## src/rtl/frame_sched.sv

```systemverilog
// Vertical-blank update scheduler: hands out one-at-a-time update slots to
// game clients while the VGA controller is outside the visible area.
module frame_sched #(
  parameter int unsigned N_CLIENTS = 3,
  parameter int unsigned V_ACTIVE  = 480,
  parameter int unsigned TIMEOUT   = 1023
) (
  input  logic                 clk,
  input  logic                 reset,
  input  logic [9:0]           y,
  input  logic                 run,
  output logic [N_CLIENTS-1:0] upd_req,
  input  logic [N_CLIENTS-1:0] upd_ack,
  input  logic                 clear,
  output logic                 busy,
  output logic [15:0]          frame_cnt,
  output logic                 overrun,
  output logic [N_CLIENTS-1:0] timeout_err
);

  localparam int unsigned IDX_W  = (N_CLIENTS > 1) ? $clog2(N_CLIENTS) : 1;
  localparam int unsigned TO_W   = $clog2(TIMEOUT + 1);
  localparam int unsigned WCNT_W = (TO_W > 10) ? TO_W : 10;

  localparam logic [IDX_W-1:0]     LAST_IDX = IDX_W'(N_CLIENTS - 1);
  localparam logic [WCNT_W-1:0]    WCNT_MAX = WCNT_W'(TIMEOUT);
  localparam logic [9:0]           V_ACT    = 10'(V_ACTIVE);
  localparam logic [N_CLIENTS-1:0] ONE_HOT0 = N_CLIENTS'(1);

  typedef enum logic {
    ST_IDLE = 1'b0,
    ST_WAIT = 1'b1
  } state_t;

  state_t              state, state_n;
  logic [IDX_W-1:0]    idx, idx_n;
  logic [WCNT_W-1:0]   wcnt, wcnt_n;
  logic                vb_d;
  logic                vb, frame_start;
  logic [N_CLIENTS-1:0] cur_bit;
  logic [N_CLIENTS-1:0] to_set;
  logic                ovr_set;
  logic [N_CLIENTS-1:0] upd_req_n;
  logic                busy_n;
  logic [15:0]         frame_cnt_n;
  logic                overrun_n;
  logic [N_CLIENTS-1:0] timeout_err_n;

  assign vb          = (y >= V_ACT);
  assign frame_start = vb & ~vb_d;

  // State register
  always_ff @(posedge clk or negedge reset) begin
    if (!reset) begin
      state <= ST_IDLE;
    end else begin
      state <= state_n;
    end
  end

  // Next-state, sequencing and sticky flag logic
  always_comb begin
    state_n     = state;
    idx_n       = idx;
    wcnt_n      = wcnt;
    frame_cnt_n = frame_cnt;
    ovr_set     = 1'b0;
    to_set      = '0;
    cur_bit     = ONE_HOT0 << idx;

    case (state)
      ST_IDLE: begin
        if (frame_start && run) begin
          state_n     = ST_WAIT;
          idx_n       = '0;
          wcnt_n      = '0;
          frame_cnt_n = frame_cnt + 16'd1;
        end
      end
      ST_WAIT: begin
        // Active video returning beats any ack or timeout on the same edge
        if (!vb) begin
          ovr_set = 1'b1;
          state_n = ST_IDLE;
          idx_n   = '0;
          wcnt_n  = '0;
        end else if (upd_ack[idx] || (wcnt == WCNT_MAX)) begin
          if (!upd_ack[idx]) begin
            to_set = cur_bit;
          end
          wcnt_n = '0;
          if (idx == LAST_IDX) begin
            state_n = ST_IDLE;
            idx_n   = '0;
          end else begin
            idx_n = idx + IDX_W'(1);
          end
        end else begin
          wcnt_n = wcnt + WCNT_W'(1);
        end
      end
      default: begin
        state_n = ST_IDLE;
        idx_n   = '0;
        wcnt_n  = '0;
      end
    endcase

    upd_req_n     = (state_n == ST_WAIT) ? (ONE_HOT0 << idx_n) : '0;
    busy_n        = (state_n == ST_WAIT);
    overrun_n     = (overrun & ~clear) | ovr_set;
    timeout_err_n = (timeout_err & ~{N_CLIENTS{clear}}) | to_set;
  end

  // Datapath and output registers; vb_d resets high so a release in blank is quiet
  always_ff @(posedge clk or negedge reset) begin
    if (!reset) begin
      idx         <= '0;
      wcnt        <= '0;
      vb_d        <= 1'b1;
      upd_req     <= '0;
      busy        <= 1'b0;
      frame_cnt   <= '0;
      overrun     <= 1'b0;
      timeout_err <= '0;
    end else begin
      idx         <= idx_n;
      wcnt        <= wcnt_n;
      vb_d        <= vb;
      upd_req     <= upd_req_n;
      busy        <= busy_n;
      frame_cnt   <= frame_cnt_n;
      overrun     <= overrun_n;
      timeout_err <= timeout_err_n;
    end
  end

endmodule

```

## config.mk

```make
export PLATFORM = sky130hd
export DESIGN_NAME = frame_sched
export DESIGN_NICKNAME = d
export VERILOG_FILES = /design/src/rtl/frame_sched.sv
export SDC_FILE = /design/constraint.sdc
export NUM_CORES = 1
export LEC_CHECK = 0
export CORE_MARGIN = 8
export CORE_UTILIZATION = 49
export CTS_CLUSTER_SIZE = 28
export DETAILED_ROUTE_END_ITERATION = 8
export PLACE_DENSITY = 0.84
export SETUP_SLACK_MARGIN = 0.05
export SYNTH_ARGS = -nofsm -noshare
export SYNTH_HDL_FRONTEND = slang
export SYNTH_SLANG_ARGS = --single-unit
```

## constraint.sdc

```tcl
create_clock -name clk -period 5.3 [get_ports clk]
set_clock_uncertainty 0.2 [all_clocks]
set_input_delay 1.325 -clock clk [delete_from_list [all_inputs] [get_ports clk]]
set_output_delay 1.325 -clock clk [all_outputs]
set_load 0.005 [all_outputs]
```

==> metrics.csv <==
stage;metric;value;unit
die;rows;22;
clock_tree;clock_latency;290;ps
setup_path;path_class;in -> reg;
die;initial_core_util;50.9;%
timing;final_max_slew_viol_count;0;
route;wl_per_cell;15.7;µm
pwr;leakagePower;1.04;nW
timing;slew_headroom;46.4;%
route;drt-pass1-iter-count;4;
clock_tree;cts.path.max_buffers;2;
global_route;grt_pass1_vias;1430;
timing;fmax;328;MHz
layout;n_fill_cell;272;
timing;hold_viol_final;0;
setup_path;critPathSlowestCell;clkdlybuf4s50_1;
setup_path;path_buf_inv;2;
layout;regArea;927;µm²
timing;holdWs;273;ps
synth;synth.distinct_cells;52;
clock_tree;clock-sinks;37;
layout;layout_commonest_cell;dfrtp_1;
placed_design;dp_hpwl;2.90;mm
worst_hold_path;hp-class;reg -> reg;
die;die_h;77.7;µm
layout;layout_common_cells;dfrtp_1 (36), clkdlybuf4s50_1 (34), nand2_1 (12), nor3_1 (10), xor2_1 (10);
die;io_pins;41;
global_route;overflow;0;
die;die-area;6030;µm²
route;drt-total-wl;4.09;mm
setup_path;critPathMaxFanout;9;
global_route;grt_max_degree;38;
clock_tree;cts_tree;built;
setup_path;end_kind;flop;
clock_tree;ctsRootBufferMaster;clkbuf_8;
setup_path;cp_top_family;buffers and inverters;
synth;synth-seq-cells;37;
clock_tree;cts_resized;0;
die;core_area;3660;µm²
timing;worstMarginPinSlew;804;ps
pwr;p_total;0.732;mW
timing;min_period_over_period;57.5;%
placed_design;io_buffers;35;
route;vias;1462;
synth;synthCells;173;
global_route;antenna_found_initial;0;
global_route;grt_usage;14.1;%
setup_path;critical_path_arrival;3090;ps
route;drtIter0Drc;138;
synth;ys_seq_area_share;49.8;%
layout;nets;231;
run_status;status;finished, final reports clean;
layout;diodes;0;
placed_design;gp_routability_congestion;0.841;
clock_tree;hold_buffers;0;
synth;syn-num-nets;192;
clock_tree;numCtsBuffers;5;
clock_tree;htree_levels;2;
timing;rsz0062_at_grt;no;
clock_tree;clk_pin_slew_worst_paths;80;ps
synth;synth_ff_type;dfrtp_1;
layout;area_growth;27.4;%
setup_path;critPathLaunchType;input port;
timing;finalSetupViolCount;0;
synth;syn_area;1860;µm²
setup_path;crit_chain;clkdlybuf4s50_1 > a41oi_2 > inv_2 > nand2_1 > nor3_2 > mux2_2;
layout;drive_gt1_share;11.7;%
timing;setup_tns;0;ps
route;drc;0;
pwr;ir_drop;0.000204;V
die;fp.dieW;77.7;µm
clock_tree;post_cts_buffers;0;
synth;yosys_warnings;0;
setup_path;slowest_delay;470;ps
route;vias_per_cell;5.60;
synth;synth.avg_cell_area;10.8;µm²
synth;synth-async-reset-ratio;100;%
flow_run;drv_cap;0;
synth;synth_edf_count;0;
timing;min_period;3050;ps
layout;multiInputGateArea;898;µm²
global_route;grt_pass1_wl;6.91;mm
route;ant_nets;0;
pwr;pwr_density_cell;309;nW/µm²
setup_path;worstPathRequired;5340;ps
-- path summary, 6_finish.rpt --
path / startpoint / endpoint / slack (ps) / cells past startpoint
hold / removal: frame_cnt[15]$_DFFE_PN0P_ / frame_cnt[15]$_DFFE_PN0P_ / 270 / 1
setup / recovery: y[5] / wcnt[0]$_DFFE_PN0P_ / 2250 / 6
min in group asynchronous: reset / wcnt[9]$_DFFE_PN0P_ / 910 / 1
setup reg to reg: wcnt[0]$_DFFE_PN0P_ / wcnt[9]$_DFFE_PN0P_ / 3300 / 5
max in group asynchronous: reset / frame_cnt[6]$_DFFE_PN0P_ / 3480 / 1
hold reg to reg: frame_cnt[15]$_DFFE_PN0P_ / frame_cnt[15]$_DFFE_PN0P_ / 270 / 1
-- area by class of cell --
type	instances	share of cell area [%]
repair buffers	35	14.5
multi-input cells	127	37.8
well taps	48	2.53
flip-flops and latches	37	39.1
inverters	6	0.949
clock buffers	6	3.48
clock inverters	2	1.58
-- power breakdown --
| part | leakage (nW) | internal [mW] | total (mW) | switching [mW] |
|---|---|---|---|---|
| registers | 0.498 | 0.307 | 0.341 | 0.0339 |
| logic | 0.488 | 0.0747 | 0.133 | 0.0583 |
| clock network | 0.0574 | 0.153 | 0.259 | 0.106 |
-- registers in the layout, indices dropped and copies added (netlist names) --
signal,count
vb_d,1
overrun,1
timeout_err,3
wcnt,10
idx,2
upd_req,3
frame_cnt,16
busy,1
-- metrics by stage --
step                area [µm²]  worst slack (ps)  utilization (%)  std cells
global route              2370              2100             64.8        261
global placement          2250              1990             61.6        253
finish                    2370              2250             64.8        261
detailed placement        2250              1950             61.6        253
CTS                       2370              2260             64.8        261
floorplan                 1860              2680                -        173
-- cells by family (layout without fill, tap and decap cells) --
family | after synthesis | after routing | share of synthesized area [%]
and+or+nand+nor | 70 | 70 | 22.6
xor gates and xnor gates | 16 | 16 | 7.52
muxes | 4 | 4 | 2.48
AOI/OAI and AO/OA | 35 | 35 | 14.3
adders and majority gates | 2 | 2 | 1.34
buffers and inverters | 9 | 49 | 2.01
DFF | 37 | 37 | 49.8
-- cell usage after synthesis (all sizes together), types with 3 or more instances --
cell   instances  area, µm²
or3            3       23.8
xnor2          6       52.6
nand3         10       55.1
dfrtp         36        901
nor2           9       33.8
nand4          6       43.8
a21o           5       37.5
inv            6       22.5
a221o          3       30.0
nor4           4       25.0
nor3          12       76.3
o21ai         12       63.8
nand2         12       45.0
xor2          10       87.6
-- routing by layer --
metal | routed length (µm) | global-route usage (%)
met3 | 212 | 4.38
met2 | 1860 | 21.1
met5 | 0 | 0
met1 | 1940 | 17.8
met4 | 77 | 6.98
Note: power is estimated with default switching activity, not from simulation.
